==> src/rtl/alu_pkg.sv <==
// Shared ALU control codes, mul/div operation codes and sequencer state encoding.
package alu_pkg;

    localparam logic [3:0] ALU_AND = 4'b0000;
    localparam logic [3:0] ALU_OR  = 4'b0001;
    localparam logic [3:0] ALU_ADD = 4'b0010;
    localparam logic [3:0] ALU_XOR = 4'b0011;
    localparam logic [3:0] ALU_SUB = 4'b0110;
    localparam logic [3:0] ALU_SLT = 4'b0111;
    localparam logic [3:0] ALU_NOR = 4'b1100;

    typedef enum logic [1:0] {
        OP_MUL  = 2'b00,
        OP_DIVU = 2'b01,
        OP_REMU = 2'b10,
        OP_RSVD = 2'b11
    } muldiv_op_e;

    typedef enum logic [1:0] {
        ST_IDLE = 2'b00,
        ST_RUN  = 2'b01,
        ST_FAST = 2'b10,
        ST_DONE = 2'b11
    } seq_state_e;

endpackage

==> src/rtl/alu.sv <==
// Single-cycle ALU shared with the execute stage; Zero flags an all-zero result.
module alu #(
    parameter int W = 33
) (
    input  logic [W-1:0] a,
    input  logic [W-1:0] b,
    input  logic [3:0]   alu_cntrl,
    output logic [W-1:0] result,
    output logic         zero
);
    import alu_pkg::*;

    always_comb begin
        result = '0;
        case (alu_cntrl)
            ALU_AND: result = a & b;
            ALU_OR:  result = a | b;
            ALU_ADD: result = a + b;
            ALU_XOR: result = a ^ b;
            ALU_SUB: result = a - b;
            ALU_SLT: result = {{(W-1){1'b0}}, ($signed(a) < $signed(b))};
            ALU_NOR: result = ~(a | b);
            default: result = '0;
        endcase
    end

    assign zero = (result == '0);

endmodule

==> src/rtl/alu_muldiv_seq.sv <==
// Iterative MUL/DIVU/REMU sequencer: one WIDTH+1 ALU driven for WIDTH cycles of
// shift-add or restoring shift-subtract; divide-by-zero and reserved ops take a short path.
module alu_muldiv_seq #(
    parameter int WIDTH = 32
) (
    input  logic             clk,
    input  logic             rst,
    input  logic             start,
    input  logic [1:0]       op,
    input  logic [WIDTH-1:0] a,
    input  logic [WIDTH-1:0] b,
    input  logic             flush,
    output logic             busy,
    output logic             done,
    output logic [WIDTH-1:0] result,
    output logic             div_by_zero
);
    import alu_pkg::*;

    localparam int CNT_W = $clog2(WIDTH);
    localparam logic [CNT_W-1:0] CNT_LAST = CNT_W'(WIDTH - 1);

    seq_state_e       state_q, state_d;
    muldiv_op_e       op_q, op_d;
    logic [CNT_W-1:0] cnt_q, cnt_d;
    logic [WIDTH-1:0] acc_q, acc_d;
    logic [WIDTH-1:0] mcand_q, mcand_d;
    logic [WIDTH-1:0] mplier_q, mplier_d;
    logic [WIDTH-1:0] quo_q, quo_d;
    logic [WIDTH-1:0] rem_q, rem_d;
    logic [WIDTH-1:0] dvsr_q, dvsr_d;
    logic [WIDTH-1:0] res_q, res_d;
    logic             dbz_q, dbz_d;

    logic [WIDTH:0]   alu_x, alu_y, alu_res;
    logic [3:0]       alu_ctrl;
    logic             alu_zero_unused;
    logic [WIDTH-1:0] rem_shift;
    logic [WIDTH-1:0] final_val;
    logic             is_div;
    logic             take_fast;

    // Q shifts its top bit into R each step; Q ends up holding the quotient.
    assign rem_shift = {rem_q[WIDTH-2:0], quo_q[WIDTH-1]};
    assign is_div    = (op_q == OP_DIVU) || (op_q == OP_REMU);

    always_comb begin
        alu_ctrl = is_div ? ALU_SUB : ALU_ADD;
        alu_x    = is_div ? {1'b0, rem_shift} : {1'b0, acc_q};
        alu_y    = is_div ? {1'b0, dvsr_q}    : {1'b0, mcand_q};
    end

    alu #(.W(WIDTH + 1)) u_alu (
        .a         (alu_x),
        .b         (alu_y),
        .alu_cntrl (alu_ctrl),
        .result    (alu_res),
        .zero      (alu_zero_unused)
    );

    always_comb begin
        final_val = '0;
        case (op_q)
            OP_MUL:  final_val = acc_q;
            OP_DIVU: final_val = quo_q;
            OP_REMU: final_val = rem_q;
            default: final_val = '0;
        endcase
    end

    always_comb begin
        state_d   = state_q;
        op_d      = op_q;
        cnt_d     = cnt_q;
        acc_d     = acc_q;
        mcand_d   = mcand_q;
        mplier_d  = mplier_q;
        quo_d     = quo_q;
        rem_d     = rem_q;
        dvsr_d    = dvsr_q;
        res_d     = res_q;
        dbz_d     = dbz_q;
        take_fast = 1'b0;
        case (state_q)
            ST_IDLE: begin
                if (start && !flush) begin
                    op_d      = muldiv_op_e'(op);
                    cnt_d     = '0;
                    acc_d     = '0;
                    mcand_d   = a;
                    mplier_d  = b;
                    quo_d     = a;
                    rem_d     = '0;
                    dvsr_d    = b;
                    dbz_d     = ((op_d == OP_DIVU) || (op_d == OP_REMU)) && (b == '0);
                    take_fast = (op_d == OP_RSVD) || dbz_d;
                    state_d   = take_fast ? ST_FAST : ST_RUN;
                end
            end
            ST_RUN: begin
                if (is_div) begin
                    // A borrow out of bit WIDTH means R' < divisor: restore.
                    if (!alu_res[WIDTH]) begin
                        rem_d = alu_res[WIDTH-1:0];
                        quo_d = {quo_q[WIDTH-2:0], 1'b1};
                    end else begin
                        rem_d = rem_shift;
                        quo_d = {quo_q[WIDTH-2:0], 1'b0};
                    end
                end else begin
                    if (mplier_q[0]) begin
                        acc_d = alu_res[WIDTH-1:0];
                    end
                    mcand_d  = mcand_q << 1;
                    mplier_d = mplier_q >> 1;
                end
                cnt_d = cnt_q + 1'b1;
                if (cnt_q == CNT_LAST) begin
                    state_d = ST_DONE;
                end
            end
            ST_FAST: begin
                // Quotient all ones, remainder is the dividend (still held in Q).
                if (dbz_q) begin
                    quo_d = '1;
                    rem_d = quo_q;
                end else begin
                    acc_d = '0;
                end
                state_d = ST_DONE;
            end
            ST_DONE: begin
                res_d   = final_val;
                state_d = ST_IDLE;
            end
            default: state_d = ST_IDLE;
        endcase
        if (flush && (state_q != ST_IDLE)) begin
            state_d = ST_IDLE;
            res_d   = res_q;
        end
    end

    always_ff @(posedge clk or posedge rst) begin
        if (rst) begin
            state_q  <= ST_IDLE;
            op_q     <= OP_MUL;
            cnt_q    <= '0;
            acc_q    <= '0;
            mcand_q  <= '0;
            mplier_q <= '0;
            quo_q    <= '0;
            rem_q    <= '0;
            dvsr_q   <= '0;
            res_q    <= '0;
            dbz_q    <= 1'b0;
        end else begin
            state_q  <= state_d;
            op_q     <= op_d;
            cnt_q    <= cnt_d;
            acc_q    <= acc_d;
            mcand_q  <= mcand_d;
            mplier_q <= mplier_d;
            quo_q    <= quo_d;
            rem_q    <= rem_d;
            dvsr_q   <= dvsr_d;
            res_q    <= res_d;
            dbz_q    <= dbz_d;
        end
    end

    // The finished value is visible during DONE itself; a flush in DONE suppresses it.
    assign busy        = (state_q != ST_IDLE);
    assign done        = (state_q == ST_DONE) && !flush;
    assign result      = done ? final_val : res_q;
    assign div_by_zero = dbz_q;

endmodule

==> config.mk <==
export PLATFORM = sky130hd
export DESIGN_NAME = alu_muldiv_seq
export DESIGN_NICKNAME = d
export VERILOG_FILES = /design/src/rtl/alu_pkg.sv /design/src/rtl/alu.sv /design/src/rtl/alu_muldiv_seq.sv
export SDC_FILE = /design/constraint.sdc
export NUM_CORES = 1
export LEC_CHECK = 0
export CORE_MARGIN = 8
export CORE_UTILIZATION = 57
export CTS_CLUSTER_DIAMETER = 80
export DETAILED_ROUTE_END_ITERATION = 10
export PLACE_DENSITY = 0.79
export SYNTH_ARGS = -nofsm -noshare
export SYNTH_HDL_FRONTEND = slang
export SYNTH_HIERARCHICAL = 1
export SYNTH_SLANG_ARGS = --single-unit
export TNS_END_PERCENT = 10
==> constraint.sdc <==
create_clock -name clk -period 8.75 [get_ports clk]
set_input_delay 0.875 -clock clk [delete_from_list [all_inputs] [get_ports clk]]
set_output_delay 0.875 -clock clk [all_outputs]
set_load 0.03 [all_outputs]
# Word level (Yosys, flattened, before mapping)
# Cells that the tools add are included.
# totals
output_inout_bits,35
wordCells,97
regBits,234
inputBits,70
# op_classes
n_mux,32
addsub,3
n_eq_ne,23
n_reduce_logical,22
magnitude_cmp,1
bitwise_logic,5
# ops
operator,count
two-way mux 32 bit,16
one-hot mux 32 bit (3 select lines),4
one-hot mux 33 bit (7 select lines),1
one-hot mux 32 bit (2 select lines),2
adder 32 x 32 -> 33 bit,1
inverter 33 bit,1
subtractor 32 x 32 -> 33 bit,1
AND 32 bit,1
zero test 32 bit,1
less-than comparator 32 bit,1
OR 32 bit,1
bitwise XOR 32 bit,1
"!= test 2 bit, second input constant",6
"equality test 2 bit, second input constant",5
one-hot mux 5 bit (2 select lines),1
two-way mux 2 bit,4
one-hot mux 2 bit (4 select lines),1
AND reduction 2 bit,4
"equality test 2 x 1 -> 1 bit, second input constant",3
"equality test 3 x 2 -> 1 bit, second input constant",2
"equality test 3 bit, second input constant",2
"!= test 3 bit, second input constant",2
"adder 5 x 1 -> 5 bit, second input constant",1
"equality test 5 bit, second input constant",1
16 further kinds,23

# Logic depth before layout (Yosys ltp)
# logic_depth
depth_word,9
ltp_mapped,26
ltp_nobuf,21

# Cells and area by module
# The synthesis kept the hierarchy.
# modules_own_cells
module,cells_each,seq_area_each_um2,n_inst,area_each_um2
alu_muldiv_seq,1385,5855.6,1,12565.8
alu,944,0.0,1,6243.5

# Least setup slack after synthesis
# Ideal clock, no wire load.
# synth_path
path_type,reg2reg
startpoint,register op_q[0]
endpoint,register rem_q[31]
stages_incl_launch_ff,24
t_arrival_ns,4.857
slack_ns,3.772
setup_ns,0.121
synth_period_minus_slack_ns,4.978
path_buffers,4
required_time_ns,8.629
path_cell_list,dfrtp_1 > inv_1 > ha_1 > buf_2 > buf_2 > clkbuf_1 > o21ai_0 > inv_1 > ha_1 > fa_1 > o21ba_1 > or4_4 > a21oi_1 > o211ai_1 > a21oi_1 > a31oi_1 > o21ai_0 > a211oi_1 > o22a_1 > buf_2 > mux2_2 > a22oi_1 > nor2_1 > a22o_1
# synth_between
elab_cells_between_ends,25
classes_between,add/sub: 2; eq/ne: 9; mux: 7; bitwise: 4; reduce/logical: 3
# synth_rtl
element,line_no,text
start: declaration,alu_muldiv_seq.sv:24,"muldiv_op_e op_q, op_d;"
start signal: assignment,alu_muldiv_seq.sv:159,op_q <= op_d;
equality test 2 x 1 -> 1 bit or equality test 2 bit (tied branches),alu_muldiv_seq.sv:45,assign is_div = (op_q == OP_DIVU) || (op_q == OP_REMU);
logical OR 1 bit *,alu_muldiv_seq.sv:45,
via is_div,alu_muldiv_seq.sv:40,logic is_div;
two-way mux 32 bit *,alu_muldiv_seq.sv:49,"alu_x = is_div ? {1'b0, rem_shift} : {1'b0, acc_q};"
via alu_x[0],alu_muldiv_seq.sv:35,"logic [WIDTH:0] alu_x, alu_y, alu_res;"
subtractor 32 x 32 -> 33 bit or adder 32 x 32 -> 33 bit (tied branches),"alu.sv:20, alu.sv:18",
one-hot mux 33 bit (7 select lines) *,alu.sv:15,case (alu_cntrl)
via alu_res[32],alu_muldiv_seq.sv:35,
two-way mux 32 bit *,alu_muldiv_seq.sv:103,if (!alu_res[WIDTH]) begin
two-way mux 32 bit *,alu_muldiv_seq.sv:101,if (is_div) begin
one-hot mux 32 bit (3 select lines) *,alu_muldiv_seq.sv:84,case (state_q)
end signal: assignment,alu_muldiv_seq.sv:165,rem_q <= rem_d;
end: declaration,alu_muldiv_seq.sv:30,"logic [WIDTH-1:0] rem_q, rem_d;"
# Mark *: on every way through the listed nets, which the timed path passes. The rest lies on a longest branch. The select of a mux whose other input is x is not followed.
# A chain may end at the register's enable or synchronous reset.

# Final worst setup path
# layout_path
startpoint,register op_q[0]
endpoint,register rem_q[31]
# layout_between
elab_cells_between_ends,25
classes_between,add/sub: 2; eq/ne: 9; mux: 7; bitwise: 4; reduce/logical: 3
# layout_rtl
element,line_no,text
equality test 2 x 1 -> 1 bit or equality test 2 bit (tied branches),alu_muldiv_seq.sv:45,
logical OR 1 bit *,alu_muldiv_seq.sv:45,
via is_div,alu_muldiv_seq.sv:40,
two-way mux 32 bit *,alu_muldiv_seq.sv:50,"alu_y = is_div ? {1'b0, dvsr_q} : {1'b0, mcand_q};"
via alu_y[0],alu_muldiv_seq.sv:35,
subtractor 32 x 32 -> 33 bit or adder 32 x 32 -> 33 bit (tied branches),"alu.sv:20, alu.sv:18",
one-hot mux 33 bit (7 select lines) *,alu.sv:15,
via alu_res[32],alu_muldiv_seq.sv:35,
two-way mux 32 bit *,alu_muldiv_seq.sv:103,
two-way mux 32 bit *,alu_muldiv_seq.sv:101,
one-hot mux 32 bit (3 select lines) *,alu_muldiv_seq.sv:84,
# Marked as above.

==> results.md <==
* Placeable Area at roughly 32000 um2
* Critical Path Source Type: flop
* CTS Root Cell: clkbuf_16
* Fmax at ~0.16 GHz
* Synthesized instance count at between 2000 and 2500
* Placed Cells incl. Taps at 2732
* Fillers at ~2700
* Finished Core Util at approximately 63%
* Max_cap viols at 0
* HP Class: reg2reg
* Dpl hpwl at about 44000 um
* Global Route Usage Sum at between 30% and 40%
* Buf/Inv on CP at 2
* Total negative slack at 0 ns
* First-pass GRT wire length at 96600 um
* Fin cells at roughly 2800
* Clock buffer count from CTS at 23
* # clock sinks at roughly 230
* Reg area at just under 6000 um2
* Max-slew violation count at 67
* Buffer count from post-CTS setup fixing at 0
* Hold-critical path endpoint: res_q[28]
* Slowest cell on the critical path: ha_4
* TritonCTS clock tree: done
* # hold bufs at CTS at 0
* Hold Path Stages at 2
* H-Tree Depth at 1
* DR vias/cell at around 6.5
* Largest stage delay on the critical path at between 0.8 and 0.9 ns
* Layout cells sized above 1 at 8.97%
* Vias in the first global route at 17100
* 1st-iter DRT viols at about 2100
* Worst-path clk slew at approximately 0.070 ns
* PostCTS Resize Cnt at 0
* Deepest clock path buffer count at 3
* Critical Path RT at roughly 9.1 ns
* GPL Wtd Cong at around 0.92
* Die ar. at a little under 40000 um2
* DR DRC count at 0
* Fin crit share at ~70%
* Routed WL at 61900 um
* Failing checks: max-slew violations
* Site Rows at 66
* Reg2Reg Depth at 19
* GRT Residual Overflow at 0
* PortBufs at 104
* Initial antenna violation count at 1
* Final ANT Viol Nets at 0
* FF-to-FF End: rem_q[31]
* Nets at between 2000 and 2500
* HP Start: res_q[28]
* Starting Density at 57.7%
* Die W at slightly below 200 um
* Endpoints failing hold at 0
* Tmin final at around 6.3 ns
* Area grow syn2layout at 9.85%
* Pin count of the biggest net entering global routing at between 100 and 150
* Syn avg cell area at slightly above 8 um2
* Crit Path Max Fanout at roughly 90
* Yosys Warn Count at 6
* Worst-skew pair later-pin latency at about 0.51 ns
* Multi-input gate area at between 10000 and 15000 um2
* Worst R2R Start: op_q[0]
* Critical path class: reg2reg
* Skew final at around 0.014 ns
* RSZ-0062 raised after global routing: no
* First-pass DRT Iterations at 8
* DR vias at about 18000
* CP arrival at 6.66 ns
* Slew @ Worst Pin at between 5 and 6 ns
* Internal reg-to-reg setup slack at approximately 2.5 ns
* Mapped cell area at 18700 um2
* Top delay family on crit path: compound AO/OA/AOI/OAI gates
* Final setup violation count at 0
* Slew headroom at -285%
* CP Capture Type: flop
* Status: complete, but fails checks
* WL/cell at around 22 um
* IO Count at ~110
* Critical-path cell list: inv_1 > ha_4 > mux2_2 > ha_1 > fa_1 > o21ba_1 > or4_4 > a21oi_1 > o211ai_1 > a21oi_1 > a31oi_1 > o21ai_0 > a211oi_1 > o22a_2 > buf_4 > mux2_2 > a22oi_1 > nor2_1 > a22o_1
* # diodes at 0
* Die height at just under 200 um
cells in the final DEF (no fill, tap or decap), types with 40 or more instances in the layout:
cell type,count
or2_2,40
nor2_1,96
mux2i_1,135
o21ai_1,63
ha_1,108
inv_1,141
a21oi_1,100
nand2_1,425
clkdlybuf4s50_1,104
o21ai_0,282
mux2_2,69
dfrtp_1,234
how the worst max path moves through the flow:
stage | startpoint | to | slack (ns) | depth (start not counted)
floorplan | rst | acc_q[0] | 1.46 | 1
global placement | op_q[0] | rem_q[31] | 2.74 | 19
detailed placement | op_q[0] | rem_q[31] | 2.62 | 19
CTS | op_q[0] | rem_q[31] | 2.58 | 19
global route | op_q[0] | rem_q[31] | 2.10 | 20
finish | op_q[0] | rem_q[31] | 2.47 | 19
worst register-to-register path, cell delays in order, from the launching register on:
cell,delay (ns)
dfrtp_1,0.40
inv_1,0.11
ha_4,0.87
mux2_2,0.52
ha_1,0.23
fa_1,0.42
o21ba_1,0.20
or4_4,0.47
a21oi_1,0.35
o211ai_1,0.22
a21oi_1,0.45
a31oi_1,0.22
o21ai_0,0.28
a211oi_1,0.12
o22a_2,0.23
buf_4,0.31
mux2_2,0.37
a22oi_1,0.14
nor2_1,0.06
a22o_1,0.20
routing by layer:
layer	vias up	track usage, %	wire, um
met3	183	3.34	4450
met4	0	18.0	4070
met5	-	0	0
met1	8626	40.4	24800
met2	897	49.6	28500
li1	8188	-	-
state kept, by name, indices dropped and copies added (netlist names):
signal / cells
cnt_q: 5
rem_q: 32
dvsr_q: 32
quo_q: 32
mcand_q: 32
acc_q: 32
div_by_zero: 1
state_q: 2
op_q: 2
res_q: 32
mplier_q: 32
metrics by stage:
| stage | setup slack, ns | hold slack (ns) | cell area, um2 |
|---|---|---|---|
| floorplan | 1.46 | 0.446 | 18700 |
| global placement | 2.74 | 0.462 | 19800 |
| CTS | 2.58 | 0.484 | 20500 |
| finish | 2.47 | 0.482 | 20500 |
| detailed placement | 2.62 | 0.470 | 19800 |
| global route | 2.10 | 0.506 | 20500 |
cell type report:
cell class	count	area share, %
multi-input cells	1788	56.7
flip-flops and latches	234	28.6
repair buffers	124	5.81
clock buffers	32	3.07
well taps	442	2.70
inverters	144	2.67
clock inverters	9	0.494
Power is left out: the tool's default activity adds up to more than one toggle a clock period on the data nets, which glitch-free logic cannot reach.
